<file path="src/rtl/instr_fetch_ctrl_pkg.sv">
// Shared sizes and state encoding for the instruction-memory fetch sequencer.
package instr_fetch_ctrl_pkg;

   localparam int unsigned ADDR_WIDTH = 8;
   localparam int unsigned BYTE_W     = 8;
   localparam int unsigned WR_WIN     = 4;
   localparam int unsigned RD_WIN     = 8;
   localparam int unsigned LOG_WR_WIN = 2;
   localparam int unsigned LOG_RD_WIN = 3;

   // One extra bit so bounds arithmetic on pointers cannot wrap.
   localparam int unsigned ADDR_EXT_W = ADDR_WIDTH + 1;
   localparam int unsigned RD_CNT_W   = LOG_RD_WIN + 1;
   localparam int unsigned MAX_PROG   = (2 ** ADDR_WIDTH) - 1;

   typedef enum logic [2:0] {
      StLoad  = 3'd0,
      StFlush = 3'd1,
      StRun   = 3'd2,
      StDone  = 3'd3,
      StErr   = 3'd4
   } state_e;

endpackage

</file>
<file path="src/rtl/instr_fetch_ctrl_byte_packer.sv">
// Packs loader bytes into write windows and issues full or final partial writes
// one cycle after the window closes; tracks the committed write pointer.
module instr_byte_packer
   import instr_fetch_ctrl_pkg::*;
(
   input  logic                       clk,
   input  logic                       rst,
   input  logic                       accept,
   input  logic                       ld_last,
   input  logic [BYTE_W-1:0]          ld_byte,
   output logic [LOG_WR_WIN-1:0]      pack_cnt,
   output logic [ADDR_WIDTH-1:0]      wr_ptr,
   output logic                       mem_we,
   output logic [LOG_WR_WIN-1:0]      mem_wr_shift_minusone,
   output logic [WR_WIN*BYTE_W-1:0]   mem_wr_data
);

   logic [WR_WIN-1:0][BYTE_W-1:0] pack_q, pack_d, win_data;
   logic [LOG_WR_WIN-1:0]         cnt_q;
   logic [ADDR_WIDTH-1:0]         wr_ptr_q;
   logic                          we_q;
   logic [LOG_WR_WIN-1:0]         sm1_q;
   logic [WR_WIN*BYTE_W-1:0]      data_q;
   logic                          win_close;

   assign win_close = accept && (ld_last || (cnt_q == LOG_WR_WIN'(WR_WIN - 1)));

   always_comb begin
      pack_d = pack_q;
      if (accept) begin
         pack_d[cnt_q] = ld_byte;
      end
      // Lanes beyond the bytes actually written are driven as zero.
      win_data = '0;
      for (int i = 0; i < WR_WIN; i++) begin
         if (i <= int'(cnt_q)) begin
            win_data[i] = pack_d[i];
         end
      end
   end

   always_ff @(posedge clk) begin
      if (rst) begin
         pack_q   <= '0;
         cnt_q    <= '0;
         wr_ptr_q <= '0;
         we_q     <= 1'b0;
         sm1_q    <= '0;
         data_q   <= '0;
      end else begin
         we_q <= win_close;
         if (accept) begin
            pack_q <= pack_d;
         end
         if (win_close) begin
            cnt_q    <= '0;
            sm1_q    <= cnt_q;
            data_q   <= win_data;
            wr_ptr_q <= wr_ptr_q + ADDR_WIDTH'(cnt_q) + ADDR_WIDTH'(1);
         end else if (accept) begin
            cnt_q <= cnt_q + LOG_WR_WIN'(1);
         end
      end
   end

   assign pack_cnt              = cnt_q;
   assign wr_ptr                = wr_ptr_q;
   assign mem_we                = we_q;
   assign mem_wr_shift_minusone = sm1_q;
   assign mem_wr_data           = data_q;

endmodule

</file>
<file path="src/rtl/instr_fetch_ctrl.sv">
// Instruction-memory sequencer: loads the program through the byte packer, then
// forwards bounds-checked decoder consume/jump requests to the memory read side.
module instr_fetch_ctrl
   import instr_fetch_ctrl_pkg::*;
(
   input  logic                       clk,
   input  logic                       rst,
   input  logic                       ld_vld,
   output logic                       ld_rdy,
   input  logic [BYTE_W-1:0]          ld_byte,
   input  logic                       ld_last,
   output logic                       mem_we,
   output logic [LOG_WR_WIN-1:0]      mem_wr_shift_minusone,
   output logic [WR_WIN*BYTE_W-1:0]   mem_wr_data,
   output logic                       mem_re,
   output logic                       mem_shift_vld,
   output logic [LOG_RD_WIN-1:0]      mem_rd_shift_minusone,
   output logic                       mem_jump_en,
   output logic [ADDR_WIDTH-1:0]      mem_jump_addr,
   output logic                       dec_win_vld,
   output logic [LOG_RD_WIN:0]        dec_avail,
   input  logic                       dec_consume_vld,
   input  logic [LOG_RD_WIN-1:0]      dec_consume_minusone,
   input  logic                       dec_jump_vld,
   input  logic [ADDR_WIDTH-1:0]      dec_jump_addr,
   output logic [ADDR_WIDTH-1:0]      prog_len,
   output logic                       done,
   output logic                       err
);

   state_e                  state_q, state_d;
   logic [ADDR_WIDTH-1:0]   rd_ptr_q, rd_ptr_d;
   logic [ADDR_WIDTH-1:0]   wr_ptr;
   logic [LOG_WR_WIN-1:0]   pack_cnt;
   logic [ADDR_EXT_W-1:0]   ld_total;
   logic                    ld_ovf, ld_accept;
   logic [ADDR_EXT_W-1:0]   remain, jump_end;
   logic [RD_CNT_W-1:0]     avail, cons_len;
   logic                    cons_bad, cons_fwd;

   // Bytes held (committed plus packed) if the offered byte were taken.
   assign ld_total  = {1'b0, wr_ptr} + ADDR_EXT_W'(pack_cnt) + ADDR_EXT_W'(1);
   assign ld_ovf    = ld_total > ADDR_EXT_W'(MAX_PROG);
   assign ld_accept = (state_q == StLoad) && ld_vld && !ld_ovf;

   instr_byte_packer u_packer (
      .clk                   (clk),
      .rst                   (rst),
      .accept                (ld_accept),
      .ld_last               (ld_last),
      .ld_byte               (ld_byte),
      .pack_cnt              (pack_cnt),
      .wr_ptr                (wr_ptr),
      .mem_we                (mem_we),
      .mem_wr_shift_minusone (mem_wr_shift_minusone),
      .mem_wr_data           (mem_wr_data)
   );

   assign remain   = {1'b0, wr_ptr} - {1'b0, rd_ptr_q};
   assign avail    = (remain > ADDR_EXT_W'(RD_WIN)) ? RD_CNT_W'(RD_WIN) : remain[RD_CNT_W-1:0];
   assign cons_len = {1'b0, dec_consume_minusone} + RD_CNT_W'(1);
   assign jump_end = {1'b0, dec_jump_addr} + ADDR_EXT_W'(cons_len);
   assign cons_bad = dec_jump_vld ? ((dec_jump_addr >= wr_ptr) || (jump_end > {1'b0, wr_ptr}))
                                  : (cons_len > avail);
   assign cons_fwd = dec_consume_vld && !cons_bad;
   assign rd_ptr_d = (dec_jump_vld ? dec_jump_addr : rd_ptr_q) + ADDR_WIDTH'(cons_len);

   always_ff @(posedge clk) begin
      if (rst) begin
         state_q  <= StLoad;
         rd_ptr_q <= '0;
      end else begin
         state_q <= state_d;
         if ((state_q == StRun) && cons_fwd) begin
            rd_ptr_q <= rd_ptr_d;
         end
      end
   end

   always_comb begin
      state_d = state_q;
      case (state_q)
         StLoad: begin
            if (ld_vld && ld_ovf) begin
               state_d = StErr;
            end else if (ld_accept && ld_last) begin
               state_d = StFlush;
            end
         end
         StFlush: state_d = StRun;
         StRun: begin
            if (dec_consume_vld) begin
               if (cons_bad) begin
                  state_d = StErr;
               end else if (rd_ptr_d == wr_ptr) begin
                  state_d = StDone;
               end
            end
         end
         StDone:  state_d = StDone;
         StErr:   state_d = StErr;
         default: state_d = StErr;
      endcase
   end

   always_comb begin
      ld_rdy                = 1'b0;
      mem_re                = 1'b0;
      dec_win_vld           = 1'b0;
      dec_avail             = '0;
      mem_shift_vld         = 1'b0;
      mem_rd_shift_minusone = '0;
      mem_jump_en           = 1'b0;
      mem_jump_addr         = '0;
      done                  = 1'b0;
      err                   = 1'b0;
      case (state_q)
         StLoad: ld_rdy = 1'b1;
         StRun: begin
            mem_re      = 1'b1;
            dec_win_vld = rd_ptr_q < wr_ptr;
            dec_avail   = avail;
            if (cons_fwd) begin
               mem_shift_vld         = 1'b1;
               mem_rd_shift_minusone = dec_consume_minusone;
               mem_jump_en           = dec_jump_vld;
               if (dec_jump_vld) begin
                  mem_jump_addr = dec_jump_addr;
               end
            end
         end
         StDone:  done = 1'b1;
         StErr:   err  = 1'b1;
         default: ;
      endcase
   end

   assign prog_len = wr_ptr;

endmodule

</file>
<file path="config.mk">
export PLATFORM = sky130hd
export DESIGN_NAME = instr_fetch_ctrl
export DESIGN_NICKNAME = d
export VERILOG_FILES = /design/src/rtl/instr_fetch_ctrl_pkg.sv /design/src/rtl/instr_fetch_ctrl_byte_packer.sv /design/src/rtl/instr_fetch_ctrl.sv
export SDC_FILE = /design/constraint.sdc
export NUM_CORES = 1
export LEC_CHECK = 0
export ABC_CLOCK_PERIOD_IN_PS = 11800
export CAP_MARGIN = 10
export CORE_MARGIN = 4
export CORE_UTILIZATION = 45
export DETAILED_ROUTE_END_ITERATION = 10
export GPL_TIMING_DRIVEN = 0
export PLACE_DENSITY = 0.74
export SLEW_MARGIN = 25
export SYNTH_ARGS = -nofsm -noshare
export SYNTH_HDL_FRONTEND = slang
export SYNTH_SLANG_ARGS = --single-unit
</file>
<file path="constraint.sdc">
create_clock -name clk -period 11.8 [get_ports clk]
set_input_delay 2.36 -clock clk [delete_from_list [all_inputs] [get_ports clk]]
set_output_delay 2.36 -clock clk [all_outputs]
set_load 0.01 [all_outputs]
</file>
==> results of run 1 <==
==> layout make-up <==
| cell class | count | share of cell area |
|---|---|---|
| buffer | 22 | 0.0204 |
| tap | 136 | 0.0284 |
| sequential | 80 | 0.267 |
| timing repair buffer | 88 | 0.147 |
| clock inverter | 5 | 0.0133 |
| clock buffer | 11 | 0.0236 |
| inverter | 34 | 0.0213 |
| multi-input combinational | 408 | 0.479 |
==> power by group <==
| part | switching, W | internal, W |
|---|---|---|
| Sequential | 0.0000278 | 0.000303 |
| Clock | 0.0000985 | 0.000125 |
| Combinational | 0.000247 | 0.000197 |
==> critical path, cell delays in order <==
cell and delay, ns:
sky130_fd_sc_hd__clkdlybuf4s50_1 0.48, sky130_fd_sc_hd__ha_1 0.41, sky130_fd_sc_hd__inv_1 0.11, sky130_fd_sc_hd__fa_1 0.42
sky130_fd_sc_hd__nand2b_1 0.18, sky130_fd_sc_hd__a21oi_1 0.19, sky130_fd_sc_hd__and3_1 0.20, sky130_fd_sc_hd__xor2_1 0.16
sky130_fd_sc_hd__ha_1 0.26, sky130_fd_sc_hd__and3_1 0.18, sky130_fd_sc_hd__and3_1 0.17, sky130_fd_sc_hd__a211oi_1 0.44
sky130_fd_sc_hd__o2bb2ai_4 0.18, sky130_fd_sc_hd__and2_4 0.20, sky130_fd_sc_hd__buf_12 0.14, sky130_fd_sc_hd__buf_12 0.14
sky130_fd_sc_hd__and3_1 0.18, sky130_fd_sc_hd__clkdlybuf4s50_1 0.47
==> sequential cells by signal (all words and copies together), names as in the netlist <==
| signal | cells |
|---|---|
| u_packer.pack_q | 24 |
| u_packer.mem_we | 1 |
| state_q | 3 |
| rd_ptr_q | 8 |
| u_packer.mem_wr_shift_minusone | 2 |
| u_packer.wr_ptr | 8 |
| u_packer.pack_cnt | 2 |
| u_packer.mem_wr_data | 32 |
==> cell usage after synthesis, types with 3 or more instances <==
library cell	n	share of area
sky130_fd_sc_hd__ha_1	44	0.12
sky130_fd_sc_hd__and3_1	14	0.019
sky130_fd_sc_hd__inv_1	33	0.026
sky130_fd_sc_hd__nand2b_1	6	0.0079
sky130_fd_sc_hd__a21o_1	10	0.016
sky130_fd_sc_hd__mux2i_1	25	0.053
sky130_fd_sc_hd__fa_1	4	0.017
sky130_fd_sc_hd__o21a_1	6	0.0095
sky130_fd_sc_hd__a21oi_1	35	0.037
sky130_fd_sc_hd__a211oi_1	16	0.025
sky130_fd_sc_hd__nand2_1	47	0.037
sky130_fd_sc_hd__nand4_1	6	0.0079
sky130_fd_sc_hd__a211oi_2	3	0.0079
sky130_fd_sc_hd__nor3_1	10	0.011
sky130_fd_sc_hd__dfxtp_1	80	0.34
sky130_fd_sc_hd__nor3b_1	3	0.0048
sky130_fd_sc_hd__xnor2_1	22	0.041
sky130_fd_sc_hd__clkbuf_1	14	0.011
sky130_fd_sc_hd__nand3_1	13	0.014
sky130_fd_sc_hd__nor2_1	57	0.045
sky130_fd_sc_hd__nor2b_1	4	0.0053
sky130_fd_sc_hd__a32o_1	8	0.017
sky130_fd_sc_hd__buf_2	6	0.0064
sky130_fd_sc_hd__xor2_1	7	0.013
sky130_fd_sc_hd__and2_1	9	0.012
sky130_fd_sc_hd__or2_2	3	0.0040
sky130_fd_sc_hd__o21ai_0	20	0.021
==> metrics by stage <==
stage	cells	area [µm²]	total power, W
floorplan	544	4730	0.000632
global placement	768	5780	0.000762
detailed placement	768	5780	0.000777
CTS	784	6000	0.00100
global route	784	6000	0.00106
finish	784	6000	0.000998
==> cell families (layout without fill, tap and decap cells) <==
family,Yosys count,count (layout),share of synthesized area
muxes,26,26,0.0553
adders and majority gates,48,48,0.133
buffers and inverters,56,160,0.0529
DFF,80,80,0.339
xor gates and xnor gates,29,29,0.0537
AOI/OAI and AO/OA,118,118,0.173
and+or+nand+nor,187,187,0.193
==> final timing paths <==
path,endpoint,depth (start not counted)
worst max register to register,rd_ptr_q[1]$_SDFFE_PP0P_,21
worst min-delay path,u_packer.mem_wr_data[30]$_SDFFE_PP0P_,2
worst min register to register,u_packer.mem_wr_data[30]$_SDFFE_PP0P_,2
worst max-delay path,mem_jump_addr[6],18
==> metal layers <==
| layer | vias up | wire (µm) | share of wire | global-route usage |
|---|---|---|---|---|
| li1 | 2118 | - | - | - |
| met1 | 2052 | 5610 | 0.43 | 0.255 |
| met2 | 134 | 6530 | 0.50 | 0.379 |
| met3 | 22 | 595 | 0.046 | 0.0373 |
| met4 | 0 | 316 | 0.024 | 0.0722 |
| met5 | - | 0 | 0 | 0 |
==> results.rst, run 1 <==
.. list-table::
   :header-rows: 1

   * - Metric
     - Value
   * - Final hold slack
     - 0.461 ns
   * - Storage cell area
     - between 1500 and 2000 µm²
   * - Synth warn
     - 0
   * - CTS resizes
     - 0
   * - Post-CTS repair timing setup buffer count
     - 0
   * - Total of fill cells in the finished design
     - around 910
   * - Fraction of final layout cells sized beyond drive strength 1
     - 0.0602
   * - Post-synthesis average cell area
     - 8.69 µm²
   * - Worst setup skew after layout
     - between 0.008 and 0.009 ns
   * - Total number of H-tree levels
     - 3
   * - Yosys reg bits
     - 80
   * - Netlist area before placement
     - between 4000 and 5000 µm²
   * - Unique cell type count in the Yosys netlist
     - 58
   * - Detailed-route DRC error count
     - 0
   * - Final critical delay including setup and external delays
     - just over 9 ns
   * - Number of buffers added by the clock tree synthesis step
     - 9
   * - Placement Rows
     - 37
   * - Number of maximum-capacitance violations
     - 0
   * - Syn_nets
     - just over 600
   * - Post-synth ARST share
     - 0
   * - Remaining global-route overflow
     - 0
   * - Clk root buf
     - sky130_fd_sc_hd__clkbuf_8
   * - TritonCTS clock tree
     - done
   * - Reg-to-Reg Start
     - u_packer.wr_ptr[0]$_SDFFE_PP0P_
   * - Average vias per placed instance
     - around 5.5
   * - Number of instances in the synthesized netlist
     - 544
   * - Largest fanout on the critical path
     - 10
   * - Syn-to-layout area delta
     - 26.9%
   * - Count of final max-slew check failures
     - 0
   * - Die span in y
     - approximately 110 µm
   * - Detailed Place HPWL
     - 10300 µm
   * - Data arrival, critical path
     - around 7 ns
   * - Worst relative slew slack
     - 0.476
   * - All-Layer GR Usage
     - 0.212
   * - Unrepaired setup endpoints after global routing
     - no
   * - Vias in the first global route
     - ~4400
   * - Sequential element share of the synthesized area
     - 0.339
   * - Clk pin slew, worst setup/hold paths
     - roughly 0.080 ns
   * - Final setup slack of the worst path
     - around 2.6 ns
   * - Ratio of final minimum period to clock period
     - 0.783
   * - Top-Level Pins
     - 90
   * - Die W
     - 110 µm
   * - Static leakage
     - between 2 and 2.5 nW
   * - CTS Hold Buffers Added
     - 0
   * - Detailed Route WL
     - 13100 µm
   * - Actual transition at the worst max-transition pin
     - 0.778 ns
   * - Number of enable-type register cells in the synthesized netlist
     - 0
   * - Hold violation count in the final report
     - 0
   * - Area of the multi-input gates
     - between 2000 and 3000 µm²
   * - Largest net degree at the start of global routing
     - 14
   * - Number of port buffers
     - 88
   * - Commonest non-fill, non-tap cell in the layout
     - sky130_fd_sc_hd__clkdlybuf4s50_1
   * - Net total in the final layout
     - around 720
   * - Startpoint class of the critical path
     - primary input
   * - Detailed-router iteration count before antenna repair
     - 6
   * - Start-to-end type of the worst setup path
     - in2out
   * - Hold Path Class
     - reg2reg
   * - Worst Min Path Start
     - u_packer.mem_wr_data[30]$_SDFFE_PP0P_
   * - Final weighted congestion in routability-driven placement
     - 0.870
   * - Critical path data required time
     - ~9.4 ns
   * - Number of buffers on the longest clock path
     - 2
   * - First-iteration detailed-routing DRC count
     - roughly 280
   * - Result of the run
     - complete, no violations
   * - Most frequent cells in the layout
     - sky130_fd_sc_hd__clkdlybuf4s50_1, sky130_fd_sc_hd__dfxtp_1, sky130_fd_sc_hd__nor2_1
   * - Worst skew pair latency
     - ~0.35 ns
   * - Critical path capture point type
     - output pin
   * - Initial Util
     - 0.460
   * - Final setup violation count
     - 0
   * - R2R setup slack
     - between 7 and 8 ns
   * - Most common flop cell mapped by yosys
     - sky130_fd_sc_hd__dfxtp_1
   * - Total number of vias
     - between 4000 and 5000
   * - Number of antenna violations at the first check in global routing
     - 0
   * - Setup Total Neg Slack
     - 0 ns
   * - Wire length of the first global-routing pass
     - between 20000 and 25000 µm
   * - Fraction of the core area covered by cells at the end of the flow
     - 0.584
   * - Pre-CTS worst setup slack
     - roughly 2.6 ns
   * - Routed length per placed instance
     - about 17 µm
   * - Launch point of the critical path
     - dec_consume_minusone[0]
   * - Maximum vdd ir drop
     - around 92 µV
   * - Total power density per cell area
     - approximately 170 nW/µm²
   * - Core Area
     - between 10000 and 15000 µm²
   * - Clock Sink Count
     - 80
   * - Fmax
     - ~110 MHz
   * - Count of antenna diodes in the layout
     - 0
   * - Die outline area
     - between 10000 and 15000 µm²
   * - Number of nets with antenna violations after routing
     - 0
No activity file was read; power rests on OpenSTA's default activity.
==> run 2: changes to the inputs <==
--- a/config.mk
+++ b/config.mk
@@ -5,13 +5,13 @@
 export SDC_FILE = /design/constraint.sdc
 export NUM_CORES = 1
 export LEC_CHECK = 0
-export ABC_CLOCK_PERIOD_IN_PS = 11800
+export ABC_CLOCK_PERIOD_IN_PS = 8300
 export CAP_MARGIN = 10
 export CORE_MARGIN = 4
 export CORE_UTILIZATION = 45
 export DETAILED_ROUTE_END_ITERATION = 10
 export GPL_TIMING_DRIVEN = 0
-export PLACE_DENSITY = 0.74
+export PLACE_DENSITY = 0.76
 export SLEW_MARGIN = 25
 export SYNTH_ARGS = -nofsm -noshare
 export SYNTH_HDL_FRONTEND = slang
==> constraint.sdc (replaced) <==
create_clock -name clk -period 8.3 [get_ports clk]
set_input_delay 1.66 -clock clk [delete_from_list [all_inputs] [get_ports clk]]
set_output_delay 1.66 -clock clk [all_outputs]
set_load 0.01 [all_outputs]
==> run 2 against run 1 <==
  * Register-to-register slack got worse by 3.4 ns
  * Core utilization is 0.073 points lower
  * Die area is the same
  * Global-route usage decreased by 0.12 points
  * Setup slack worse by 2.2 ns
  * Combinational power rose by 42%
  * Routed wire length rose by 2.0%
  * Sequential cell count unchanged
  * Sequential share of layout area barely moved
  * Critical path type unchanged
  * Largest cell class unchanged
  * Largest power group unchanged
==> results.rst, run 2 (synthesized netlist as in run 1, its figures left out) <==
.. list-table::
   :header-rows: 1

   * - Metric
     - Value
   * - Number of buffers on the longest clock path
     - 2 (unchanged)
   * - R2R setup slack
     - 3.82 ns (-3.45 ns)
   * - Storage cell area
     - 1600 µm² (unchanged)
   * - Maximum vdd ir drop
     - 186 µV (+100%)
   * - Die outline area
     - 12200 µm² (unchanged)
   * - Post-CTS repair timing setup buffer count
     - 0 (unchanged)
   * - Final weighted congestion in routability-driven placement
     - 0.881 (+1.2%)
   * - Reg-to-Reg Start
     - u_packer.wr_ptr[0]$_SDFFE_PP0P_
   * - Clock Sink Count
     - 80 (unchanged)
   * - Total number of H-tree levels
     - 3 (unchanged)
   * - Critical path data required time
     - 6.64 ns (-2.80 ns)
   * - Number of antenna violations at the first check in global routing
     - 0 (unchanged)
   * - Number of nets with antenna violations after routing
     - 0 (unchanged)
   * - Placement Rows
     - 37 (unchanged)
   * - Clk root buf
     - sky130_fd_sc_hd__clkbuf_8
   * - Hold Path Class
     - reg2reg
   * - Final critical delay including setup and external delays
     - slightly below 8 ns
   * - Most frequent cells in the layout
     - sky130_fd_sc_hd__clkdlybuf4s50_1, sky130_fd_sc_hd__dfxtp_1, sky130_fd_sc_hd__nor2_1
   * - Critical R2R Capture
     - rd_ptr_q[4]$_SDFFE_PP0P_
   * - Static leakage
     - 2.37 nW (-0.14%)
   * - Worst setup skew after layout
     - 0.00887 ns (+0.000515 ns)
   * - CTS Hold Buffers Added
     - 0 (unchanged)
   * - Number of port buffers
     - 88 (unchanged)
   * - Final hold slack
     - 0.459 ns (-0.00209 ns)
   * - Data arrival, critical path
     - 6.23 ns (-0.65 ns)
   * - Launch point of the critical path
     - dec_consume_minusone[0]
   * - Number of maximum-capacitance violations
     - 0 (unchanged)
   * - Total power density per cell area
     - 234 nW/µm² (+41%)
   * - Average vias per placed instance
     - 5.59 (+1.3%)
   * - Net total in the final layout
     - 716 (unchanged)
   * - Worst Min Path Start
     - u_packer.mem_wr_data[28]$_SDFFE_PP0P_
   * - Count of antenna diodes in the layout
     - 0 (unchanged)
   * - Vias in the first global route
     - 4275 (-2.2%)
   * - Worst relative slew slack
     - 0.445 (-0.0306)
   * - Actual transition at the worst max-transition pin
     - 0.823 ns (+0.0454 ns)
   * - Ratio of final minimum period to clock period
     - 0.951
   * - Clk pin slew, worst setup/hold paths
     - 0.08 ns (about the same)
   * - Pre-CTS worst setup slack
     - 0.418 ns (-2.15 ns)
   * - Routed length per placed instance
     - 17.0 µm (+2.0%)
   * - Die W
     - 110 µm (unchanged)
   * - Hold violation count in the final report
     - 0 (unchanged)
   * - First-iteration detailed-routing DRC count
     - 280 (+1.1%)
   * - Area of the multi-input gates
     - 2880 µm² (unchanged)
   * - Capture point of the worst path
     - mem_jump_addr[5]
   * - Detailed-router iteration count before antenna repair
     - 5 (-1)
   * - Commonest non-fill, non-tap cell in the layout
     - sky130_fd_sc_hd__clkdlybuf4s50_1
   * - CTS resizes
     - 0 (unchanged)
   * - Remaining global-route overflow
     - 0 (unchanged)
   * - Fmax
     - 127 MHz
   * - Initial Util
     - 0.460 (unchanged)
   * - Result of the run
     - complete, no violations
   * - Final setup slack of the worst path
     - 0.407 ns (-2.16 ns)
   * - Worst skew pair latency
     - 0.35 ns (about the same)
   * - Syn-to-layout area delta
     - 26.8%
   * - Final setup violation count
     - 0 (unchanged)
   * - Start-to-end type of the worst setup path
     - in2out
   * - Critical path capture point type
     - output pin
   * - Fraction of final layout cells sized beyond drive strength 1
     - 0.0617 (+0.00154)
   * - Number of flip-flops under the largest register name
     - 32 (unchanged)
   * - Detailed Place HPWL
     - 10400 µm (+1.4%)
   * - Top-Level Pins
     - 90 (unchanged)
   * - Total of fill cells in the finished design
     - 943 (+3.4%)
   * - TritonCTS clock tree
     - done
   * - Detailed Route WL
     - 13300 µm (+2.0%)
   * - Die span in y
     - 110 µm (unchanged)
   * - All-Layer GR Usage
     - 0.211 (-0.00124)
   * - Setup Total Neg Slack
     - 0 ns (unchanged)
   * - Unrepaired setup endpoints after global routing
     - no
   * - Depth of the worst register-to-register path
     - 21 (unchanged)
   * - Largest net degree at the start of global routing
     - 15 (+1)
   * - Largest fanout on the critical path
     - 10 (unchanged)
   * - Detailed-route DRC error count
     - 0 (unchanged)
   * - Total number of vias
     - 4384 (+1.3%)
   * - Wire length of the first global-routing pass
     - 21400 µm (-0.19%)
   * - Number of buffers added by the clock tree synthesis step
     - 9 (unchanged)
   * - Core Area
     - 10300 µm² (unchanged)
   * - Startpoint class of the critical path
     - primary input
   * - Count of final max-slew check failures
     - 0 (unchanged)
## run 2: cell types whose count changed in the layout (fill, tap and decap cells not counted), sizes merged
| cell | before | now |
|---|---|---|
| bufinv | 2 | 1 |
| inv | 33 | 34 |
## run 2: final cells by class
type                       instances  area share
timing repair buffer              88       0.147
clock inverter                     5      0.0104
inverter                          34      0.0213
buffer                            22      0.0205
tap                              136      0.0284
sequential                        80       0.267
multi-input combinational        408       0.480
clock buffer                      11      0.0253
## run 2: metrics by stage
stage | area [µm²] | utilization | std cells | total power (W)
final | 5990 | 0.583 | 784 | 0.00140
after global routing | 5990 | 0.583 | 784 | 0.00149
after CTS | 5990 | 0.583 | 784 | 0.00140
after detailed placement | 5780 | 0.562 | 768 | 0.00110
after global placement | 5780 | 0.562 | 768 | 0.00109
after floorplan | 4730 | - | 544 | 0.000899
## run 2: where the power goes
group | switching (W) | internal, W
clock | 0.000144 | 0.000157
sequential | 0.0000392 | 0.000431
combinational | 0.000350 | 0.000281
total | 0.000533 | 0.000869
## run 2: worst min-delay path by stage
| stage | end | cells past startpoint |
|---|---|---|
| 2_1_floorplan | u_packer.pack_q[11]$_SDFFE_PP0P_ | 2 |
| 3_3_place_gp | u_packer.mem_wr_data[20]$_SDFFE_PP0P_ | 2 |
| 3_5_place_dp | u_packer.mem_wr_data[18]$_SDFFE_PP0P_ | 2 |
| 4_1_cts | u_packer.mem_wr_shift_minusone[1]$_SDFFE_PP0P_ | 2 |
| 5_1_grt | u_packer.mem_wr_shift_minusone[1]$_SDFFE_PP0P_ | 2 |
| 6_report | u_packer.mem_wr_data[28]$_SDFFE_PP0P_ | 2 |
## run 2: critical path, cell delays in order
cell                              delay (ns)
sky130_fd_sc_hd__clkdlybuf4s50_1        0.49
sky130_fd_sc_hd__ha_1                   0.41
sky130_fd_sc_hd__inv_1                  0.12
sky130_fd_sc_hd__fa_1                   0.42
sky130_fd_sc_hd__nand2b_1               0.19
sky130_fd_sc_hd__a21oi_1                0.20
sky130_fd_sc_hd__and3_1                 0.21
sky130_fd_sc_hd__xor2_1                 0.16
sky130_fd_sc_hd__ha_1                   0.26
sky130_fd_sc_hd__and3_1                 0.18
sky130_fd_sc_hd__and3_1                 0.17
sky130_fd_sc_hd__a211oi_1               0.43
sky130_fd_sc_hd__o2bb2ai_4              0.19
sky130_fd_sc_hd__and2_4                 0.20
sky130_fd_sc_hd__buf_12                 0.13
sky130_fd_sc_hd__buf_12                 0.14
sky130_fd_sc_hd__and3_1                 0.18
sky130_fd_sc_hd__clkdlybuf4s50_1        0.48
## run 2: layer usage
| layer | up-vias | global-route usage | share of wire |
|---|---|---|---|
| met1 | 2110 | 0.259 | 0.43 |
| met2 | 135 | 0.369 | 0.50 |
| li1 | 2116 | - | - |
| met3 | 23 | 0.0438 | 0.055 |
| met4 | 0 | 0.0649 | 0.023 |
| met5 | - | 0 | 0 |
==> run 3: changes to the inputs <==
==> constraint.sdc (replaced) <==
create_clock -name clk -period 8.3 [get_ports clk]
set_input_delay 1.66 -clock clk [delete_from_list [all_inputs] [get_ports clk]]
set_output_delay 1.66 -clock clk [all_outputs]
set_load 0.02 [all_outputs]
==> results of run 3 <==
Same layout as run 2 (identical final DEF). Status: complete, no violations.
Main changes from that run: setup slack after placement 0.418 ns -> 0.359 ns; setup slack after layout 0.407 ns -> 0.347 ns; total power 0.00140 W -> 0.00143 W
